$ cat src/rtl/cla_pkg.sv
// Shared constants and group lookahead helper for the pipelined carry-lookahead adder.
package cla_pkg;

    localparam int   GROUP_W = 4;
    localparam logic OP_ADD  = 1'b0;
    localparam logic OP_SUB  = 1'b1;

    typedef struct packed {
        logic g;
        logic p;
    } grp_gp_t;

    // Group generate/propagate of a 4-bit slice; bit propagate is a^b.
    function automatic grp_gp_t grp_lookahead(input logic [GROUP_W-1:0] a,
                                              input logic [GROUP_W-1:0] b);
        grp_gp_t          r;
        logic [GROUP_W-1:0] bg;
        logic [GROUP_W-1:0] bp;
        bg  = a & b;
        bp  = a ^ b;
        r.p = &bp;
        r.g = bg[3]
            | (bp[3] & bg[2])
            | (bp[3] & bp[2] & bg[1])
            | (bp[3] & bp[2] & bp[1] & bg[0]);
        return r;
    endfunction

endpackage

$ cat src/rtl/cla_pipe_adder_cla4_group.sv
// Combinational 4-bit carry-lookahead slice: group g/p plus the slice sum for a given carry-in.
module cla4_group
    import cla_pkg::*;
(
    input  logic [GROUP_W-1:0] a,
    input  logic [GROUP_W-1:0] b,
    input  logic               c_in,
    output logic               g,
    output logic               p,
    output logic [GROUP_W-1:0] sum
);

    logic [GROUP_W-1:0] bg;
    logic [GROUP_W-1:0] bp;
    logic [GROUP_W-1:0] carry;
    grp_gp_t            gp;

    always_comb begin
        bg       = a & b;
        bp       = a ^ b;
        carry[0] = c_in;
        carry[1] = bg[0] | (bp[0] & c_in);
        carry[2] = bg[1] | (bp[1] & bg[0]) | (bp[1] & bp[0] & c_in);
        carry[3] = bg[2] | (bp[2] & bg[1]) | (bp[2] & bp[1] & bg[0])
                 | (bp[2] & bp[1] & bp[0] & c_in);
        gp       = grp_lookahead(a, b);
        g        = gp.g;
        p        = gp.p;
        sum      = bp ^ carry;
    end

endmodule

$ cat src/rtl/cla_pipe_adder.sv
// Two-stage valid/ready adder/subtractor: S1 captures operands and group g/p,
// S2 resolves group carries by lookahead and registers sum and flags.
module cla_pipe_adder
    import cla_pkg::*;
#(
    parameter int WIDTH = 16
) (
    input  logic             clk,
    input  logic             rst_n,
    input  logic             in_valid,
    output logic             in_ready,
    input  logic [WIDTH-1:0] a,
    input  logic [WIDTH-1:0] b,
    input  logic             c_in,
    input  logic             op,
    output logic             out_valid,
    input  logic             out_ready,
    output logic [WIDTH-1:0] sum,
    output logic             c_out,
    output logic             ovf,
    output logic             zero
);

    localparam int NG = WIDTH / GROUP_W;

    logic             s1_valid_q, s1_valid_d;
    logic [WIDTH-1:0] s1_a_q, s1_a_d;
    logic [WIDTH-1:0] s1_b_q, s1_b_d;
    logic             s1_cin_q, s1_cin_d;
    logic [NG-1:0]    s1_g_q, s1_g_d;
    logic [NG-1:0]    s1_p_q, s1_p_d;

    logic             out_valid_q, out_valid_d;
    logic [WIDTH-1:0] sum_q, sum_d;
    logic             c_out_q, c_out_d;
    logic             ovf_q, ovf_d;
    logic             zero_q, zero_d;

    logic             s1_advance;
    logic             s2_advance;
    logic             accept;
    logic [WIDTH-1:0] b_eff;
    logic             cin_eff;
    logic [NG-1:0]    grp_g;
    logic [NG-1:0]    grp_p;
    logic [NG-1:0]    grp_c;
    logic [WIDTH-1:0] grp_sum;
    logic             carry_out;
    logic [NG-1:0]    unused_grp_g;
    logic [NG-1:0]    unused_grp_p;

    // Ready depends only on registered state, never on in_valid.
    always_comb begin
        s2_advance = !out_valid_q || out_ready;
        s1_advance = !s1_valid_q || s2_advance;
        accept     = in_valid && s1_advance;
        in_ready   = !s1_valid_q || s1_advance;
    end

    always_comb begin
        b_eff   = (op == OP_SUB) ? ~b : b;
        cin_eff = (op == OP_SUB) ? 1'b1 : c_in;
    end

    for (genvar gi = 0; gi < NG; gi++) begin : g_s1_gp
        assign {grp_g[gi], grp_p[gi]} =
            grp_lookahead(a[gi*GROUP_W +: GROUP_W], b_eff[gi*GROUP_W +: GROUP_W]);
    end

    always_comb begin
        s1_valid_d = s1_valid_q;
        s1_a_d     = s1_a_q;
        s1_b_d     = s1_b_q;
        s1_cin_d   = s1_cin_q;
        s1_g_d     = s1_g_q;
        s1_p_d     = s1_p_q;
        if (s1_advance) begin
            s1_valid_d = in_valid;
        end
        if (accept) begin
            s1_a_d   = a;
            s1_b_d   = b_eff;
            s1_cin_d = cin_eff;
            s1_g_d   = grp_g;
            s1_p_d   = grp_p;
        end
    end

    // Group-level lookahead: each group's carry-in from the registered g/p.
    always_comb begin : s2_carry
        logic carry;
        carry = s1_cin_q;
        grp_c = '0;
        for (int i = 0; i < NG; i++) begin
            grp_c[i] = carry;
            carry    = s1_g_q[i] | (s1_p_q[i] & carry);
        end
        carry_out = carry;
    end

    // The slices' own g/p duplicate the registered S1 values and are not needed here.
    for (genvar gi = 0; gi < NG; gi++) begin : g_s2_sum
        cla4_group u_grp (
            .a    (s1_a_q[gi*GROUP_W +: GROUP_W]),
            .b    (s1_b_q[gi*GROUP_W +: GROUP_W]),
            .c_in (grp_c[gi]),
            .g    (unused_grp_g[gi]),
            .p    (unused_grp_p[gi]),
            .sum  (grp_sum[gi*GROUP_W +: GROUP_W])
        );
    end

    always_comb begin
        out_valid_d = out_valid_q;
        sum_d       = sum_q;
        c_out_d     = c_out_q;
        ovf_d       = ovf_q;
        zero_d      = zero_q;
        if (s2_advance) begin
            out_valid_d = s1_valid_q;
            if (s1_valid_q) begin
                sum_d   = grp_sum;
                c_out_d = carry_out;
                ovf_d   = (s1_a_q[WIDTH-1] == s1_b_q[WIDTH-1])
                        && (grp_sum[WIDTH-1] != s1_a_q[WIDTH-1]);
                zero_d  = (grp_sum == '0);
            end
        end
    end

    always_ff @(posedge clk) begin
        if (!rst_n) begin
            s1_valid_q  <= 1'b0;
            s1_a_q      <= '0;
            s1_b_q      <= '0;
            s1_cin_q    <= 1'b0;
            s1_g_q      <= '0;
            s1_p_q      <= '0;
            out_valid_q <= 1'b0;
            sum_q       <= '0;
            c_out_q     <= 1'b0;
            ovf_q       <= 1'b0;
            zero_q      <= 1'b0;
        end else begin
            s1_valid_q  <= s1_valid_d;
            s1_a_q      <= s1_a_d;
            s1_b_q      <= s1_b_d;
            s1_cin_q    <= s1_cin_d;
            s1_g_q      <= s1_g_d;
            s1_p_q      <= s1_p_d;
            out_valid_q <= out_valid_d;
            sum_q       <= sum_d;
            c_out_q     <= c_out_d;
            ovf_q       <= ovf_d;
            zero_q      <= zero_d;
        end
    end

    assign out_valid = out_valid_q;
    assign sum       = sum_q;
    assign c_out     = c_out_q;
    assign ovf       = ovf_q;
    assign zero      = zero_q;

endmodule

$ cat config.mk
export PLATFORM = sky130hd
export DESIGN_NAME = cla_pipe_adder
export DESIGN_NICKNAME = d
export VERILOG_FILES = /design/src/rtl/cla_pkg.sv /design/src/rtl/cla_pipe_adder_cla4_group.sv /design/src/rtl/cla_pipe_adder.sv
export SDC_FILE = /design/constraint.sdc
export NUM_CORES = 1
export LEC_CHECK = 0
export ABC_AREA = 0
export BUFFER_PORTS_ARGS = -buffer_cell sky130_fd_sc_hd__clkbuf_2
export CAP_MARGIN = 20
export CORE_MARGIN = 1
export CORE_UTILIZATION = 57
export CTS_CLUSTER_SIZE = 28
export DETAILED_ROUTE_END_ITERATION = 12
export MAX_ROUTING_LAYER = met4
export PLACE_DENSITY_LB_ADDON = 0.25
export SLEW_MARGIN = 20
export SYNTH_ARGS = -nofsm -noshare
export SYNTH_HDL_FRONTEND = slang
export SYNTH_HIERARCHICAL = 1
export SYNTH_SLANG_ARGS = --single-unit
$ cat constraint.sdc
create_clock -name clk -period 2.9 [get_ports clk]
set_input_delay 0.58 -clock clk [delete_from_list [all_inputs] [get_ports clk]]
set_output_delay 0.58 -clock clk [all_outputs]
set_load 0.01 [all_outputs]
==> results of run 1 <==
[power by group through the flow]
| stage | Clock, mW | Sequential [mW] | Combinational [mW] |
|---|---|---|---|
| 3_3_place_gp | 0 | 0.967 | 0.421 |
| 6_report | 0.793 | 0.950 | 0.436 |
| 5_1_grt | 0.842 | 0.957 | 0.489 |
| 2_1_floorplan | 0 | 0.968 | 0.320 |
| 3_5_place_dp | 0 | 0.969 | 0.432 |
| 4_1_cts | 0.803 | 0.950 | 0.438 |
[per-stage QoR]
stage / total power, mW / utilization (%)
after floorplan: 1.29 / -
after global placement: 1.39 / 64.4
after detailed placement: 1.40 / 64.4
after CTS: 2.19 / 67.9
after global routing: 2.29 / 67.9
final: 2.18 / 67.9
[worst max path at each step]
stage / to / cells after the start / slack (ns) / from
2_1_floorplan: ovf / 9 / 0.89 / s1_cin_q
3_3_place_gp: ovf / 9 / 0.79 / s1_cin_q
3_5_place_dp: ovf / 9 / 0.68 / s1_cin_q
4_1_cts: ovf / 9 / 0.66 / s1_cin_q
5_1_grt: ovf / 9 / 0.48 / s1_cin_q
6_report: ovf / 9 / 0.67 / s1_cin_q
[cells in the final DEF, fill, tap and decap left out, types with 4 or more instances in the layout]
cell type	instances
dfxtp_1	62
o21ai_0	4
clkbuf_8	12
a21boi_0	33
fa_1	4
nor2_4	10
nor4_1	4
xor2_1	20
a21o_1	11
nand3_1	14
ha_1	32
a21boi_1	5
clkbuf_2	58
inv_1	18
nor3b_1	7
a21oi_2	4
a21oi_1	8
nor3b_2	10
xnor2_1	8
nand4_1	4
and4_1	4
a31oi_1	4
nand2_1	76
nor2_1	23
[area by class of cell]
type | count | area, um^2 | area share [%]
Multi-Input combinational cell | 298 | 2140 | 52.8
Clock buffer | 12 | 165 | 4.06
Clock inverter | 3 | 42.5 | 1.05
Tap cell | 75 | 93.8 | 2.31
Timing Repair Buffer | 59 | 310 | 7.63
Inverter | 18 | 67.6 | 1.66
Sequential cell | 62 | 1240 | 30.5
[metal layers]
metal	up-vias	global-route usage (%)	share of wire, %
met3	13	4.22	3.9
met4	0	10.5	1.9
met2	60	36.8	46
met5	-	-	0
met1	1267	29.3	48
li1	1436	-	-
[sequential cells by signal, indices dropped and copies added, names as in the netlist]
name and flops:
s1_a_q 16, s1_b_q 16, sum 16, s1_g_q 4, s1_p_q 4, c_out 1
out_valid 1, ovf 1, s1_cin_q 1, s1_valid_q 1, zero 1
[critical path: cells and delay by family, from the launching register on]
family	cells	cell delay, ns
DFF	1	0.39
and+or+nand+nor	4	0.78
AOI/OAI and AO/OA	4	0.74
xor gates and xnor gates	1	0.26
==> metrics, run 1 <==
status=complete, no violations; Max Slew Vio Count=0; Clock Path Buffers=2; placed insts=512; Final GP Congestion=0.784; Placed Area=3860 um^2; combinational power share=20.0%; hold path cells=2; clock root buffer=clkbuf_8; post-place setup slack=0.680 ns; Port Buf Inserts=58; hold slack=0.453 ns; origin of the critical flop-to-flop path=s1_cin_q; RSZ-0062 raised after global routing=false; Crit Path Class=reg -> reg; Finish-stage setup viols=0; minimum clock period=2.23 ns; Max Cap Viol=0; Mean Syn Cell Area=9.04 um^2; Final Instance Area=4070 um^2; full die area=6630 um^2; drt wl/cell=13.2 um; DRC violation count after routing=0; CTS Buf Count=9; initial drt markers=119; GRT Residual Overflow=0; TritonCTS clock tree=yes; post-route ant nets=0; Chip Height=81.4 um; Worst Hold Class=reg -> reg; Required @ worst endpoint=3.19 ns; largest net degree at the start of global routing=65; CP Max Fanout=5; Final #Nets=522; DR vias=2776; worst vdd ir=0.000298 V; clock share of power=36.4%; Critical Path End Type=flop; setup TNS=0 ns; P&R area growth vs syn=13.0%; die width=81.4 um; maximum clock rate=448 MHz; syn nets=472; Internal=1.56 mW; max_slew headroom=32.4%; Vias/cell=5.27; antenna cells=0; Clock transition at path regs=0.07 ns; crit share post-route=77.0%; share of cells above drive strength 1=23.0%; R2R setup slack=0.67 ns; crit path DAT=2.52 ns; Post-Layout Cell Count=527; reg2reg end=ovf; Skew-Pair Late Insertion Delay=0.34 ns; Leak=1.88 nW; Post-Syn Area=3600 um^2; vias in the first global route=2512; Routed WL=6940 um; post-route setup slack=0.666 ns; Hold Startpoint=sum[7]; Synth warnings=6; Mapped Cells=398; DP HPWL=4940 um; switching power total=0.618 mW; setup repair bufs after CTS=0; Worst Hold Path EP=sum[7]; final hold violations=0; H-tree Lvls=3; slowest stage cell on the critical path=or3b_2; Worst path most repeated cell=a21o_1; Sequential Power Share=43.6%; Worst path max stage delay=0.47 ns; Worst Clk Skew=0.00977 ns; cts hold-fix bufs=0; power per cell area=536 nW/um^2; Critical Path Source Type=flop; site row count=28; CTS-repair resized insts=0; R2R depth=9; GR Util All Layers=23.4%; first drt pass iteration count=4; Initial Utilization=60.0%; first-pass GRT wire length=11400 um; CP cell instances=a21o_1 > a21o_1 > a21o_1 > nand4_1 > nand3_1 > xor2_1 > or3b_2 > nand3_1 > o211a_1; Clock Sinks=62; Core Footprint=5990 um^2; Worst-Margin Slew=1.01 ns; # fillers=528; io pins=59; Switching Share=28.4%; initial antenna violation count=0
Note: power is estimated with default switching activity, not from simulation.
==> run 2, diff against run 1 <==
==> constraint.sdc (replaced) <==
create_clock -name clk -period 2.18 [get_ports clk]
set_input_delay 0.436 -clock clk [delete_from_list [all_inputs] [get_ports clk]]
set_output_delay 0.436 -clock clk [all_outputs]
set_load 0.01 [all_outputs]
==> metrics, run 2 (synthesized netlist as in run 1, its figures left out) <==
Clock transition at path regs=0.07 ns (about the same); Chip Height=81.4 um (unchanged); Finish-stage setup viols=0 (unchanged); Leak=1.93 nW (was 1.88 nW); maximum clock rate=484 MHz (was 448 MHz); Worst path most repeated cell=a21o_1 (unchanged); minimum clock period=2.06 ns (was 2.23 ns); power per cell area=698 nW/um^2 (was 536 nW/um^2); post-route ant nets=0 (unchanged); final hold violations=0 (unchanged); R2R depth=10 (was 9); Critical Path End Type=flop (unchanged); Worst Hold Class=in -> reg (was reg -> reg); max_slew headroom=54.3% (was 32.4%); Clock Path Buffers=2 (unchanged); DR vias=2802 (was 2776); io pins=59 (unchanged); CP Max Fanout=4 (was 5); Worst-Margin Slew=0.685 ns (was 1.01 ns); Clock Sinks=62 (unchanged); Vias/cell=5.25 (was 5.27); placed insts=516 (was 512); first-pass GRT wire length=11600 um (was 11400 um); CP cell instances=a21o_1 > a21o_1 > a21o_1 > nand4_1 > nand3_1 > xor2_1 > buf_4 > nor4_2 > nand2_1 > o31ai_2 (was a21o_1 > a21o_1 > a21o_1 > nand4_1 > nand3_1 > xor2_1 > or3b_2 > nand3_1 > o211a_1); post-layout util=69.2% (was 67.9%); crit path DAT=2.32 ns (was 2.52 ns); crit share post-route=94.7% (was 77.0%); Max Slew Vio Count=0 (unchanged); Post-Layout Cell Count=534 (was 527); initial antenna violation count=0 (unchanged); Worst path max stage delay=0.32 ns (was 0.47 ns); Worst Clk Skew=0.00813 ns (was 0.00977 ns); Max Cap Viol=0 (unchanged); post-route setup slack=0.115 ns (was 0.666 ns); Routed WL=6900 um (was 6940 um); die width=81.4 um (unchanged); DP HPWL=5000 um (was 4940 um); DRC violation count after routing=0 (unchanged); total power=2.89 mW (was 2.18 mW); Required @ worst endpoint=2.44 ns (was 3.19 ns); P&R area growth vs syn=15.2% (was 13.0%); slowest stage cell on the critical path=dfxtp_2 (was or3b_2); site row count=28 (unchanged); Final #Nets=528 (was 522); largest net degree at the start of global routing=46 (was 65); post-place setup slack=0.0568 ns (was 0.680 ns); status=complete, no violations (unchanged); antenna cells=0 (unchanged); hold path cells=3 (was 2); # fillers=467 (was 528); Final GP Congestion=0.795 (was 0.784); CTS Buf Count=9 (unchanged); clock root buffer=clkbuf_8 (unchanged); Skew-Pair Late Insertion Delay=0.34 ns (about the same); Crit Path Class=reg -> reg (unchanged); Critical Path Source Type=flop (unchanged); cts hold-fix bufs=0 (unchanged); Core Footprint=5990 um^2 (unchanged); most common cell after layout, fill and taps aside=nand2_1 (unchanged); full die area=6630 um^2 (unchanged); GRT Residual Overflow=0 (unchanged); Initial Utilization=60.0% (unchanged); sequential cell area=1240 um^2 (about the same); TritonCTS clock tree=yes (unchanged); H-tree Lvls=3 (unchanged); Port Buf Inserts=58 (unchanged); RSZ-0062 raised after global routing=true (was false); share of cells above drive strength 1=25.7% (was 23.0%); vias in the first global route=2577 (was 2512); initial drt markers=80 (was 119); commonest cells after routing, fill and taps aside=76 x nand2_1, 60 x dfxtp_1, 58 x clkbuf_2, 33 x a21boi_0, 32 x ha_1 (was 76 x nand2_1, 62 x dfxtp_1, 58 x clkbuf_2, 33 x a21boi_0, 32 x ha_1); first drt pass iteration count=4 (unchanged); drt wl/cell=12.9 um (was 13.2 um); area of the multi-input gates=2170 um^2 (was 2140 um^2); worst vdd ir=0.000481 V (was 0.000298 V); GR Util All Layers=23.8% (was 23.4%)
==> run 2: path summary, 6_finish.rpt <==
kind,from,to,slack [ns]
hold reg to reg,sum[6],sum[6],0.46
setup / recovery,s1_cin_q,zero,0.12
hold / removal,a[1],s1_a_q[1],0.34
setup reg to reg,s1_cin_q,zero,0.12
==> run 2: critical path: cells and delay by family (launching register included) <==
| kind | cells | cell delay, ns |
|---|---|---|
| XOR/XNOR | 1 | 0.16 |
| AO/OA/AOI/OAI | 4 | 0.85 |
| flip-flops | 1 | 0.32 |
| AND/OR/NAND/NOR | 4 | 0.51 |
| buffers and inverters | 1 | 0.15 |
==> run 2: layer usage <==
metal  up-vias  share of wire [%]  global-route usage [%]
met1      1280                 48                    30.3
li1       1454                  -                       -
met2        59                 46                    37.2
met3         9                3.8                    4.44
met4         0                1.6                    9.11
met5         -                  0                       -
==> run 2: final cells by class <==
cell class | count | area share, %
Clock buffer | 12 | 3.74
Clock inverter | 4 | 1.09
Inverter | 18 | 1.63
Multi-Input combinational cell | 298 | 52.4
Sequential cell | 62 | 30.0
Tap cell | 75 | 2.26
Timing Repair Buffer | 65 | 8.87
==> run 2: per-stage QoR <==
step	setup TNS (ns)	hold slack, ns	instance area [um^2]
finish	0	0.344	4150
global route	-0.0199	0.370	4150
CTS	0	0.333	4100
detailed placement	0	0.446	3900
global placement	0	0.446	3900
floorplan	0	0.436	3600
==> run 2: report_power, final <==
group	internal, mW	total, mW	leakage [nW]	switching [mW]
sequential	1.21	1.26	0.511	0.0538
clock	0.585	1.02	0.106	0.435
combinational	0.273	0.608	1.31	0.335
==> run 2: timing repair <==
item                       in CTS  in global routing
resized for setup               0                  8
setup endpoints to repair       0                  2
setup buffers                   0                  2
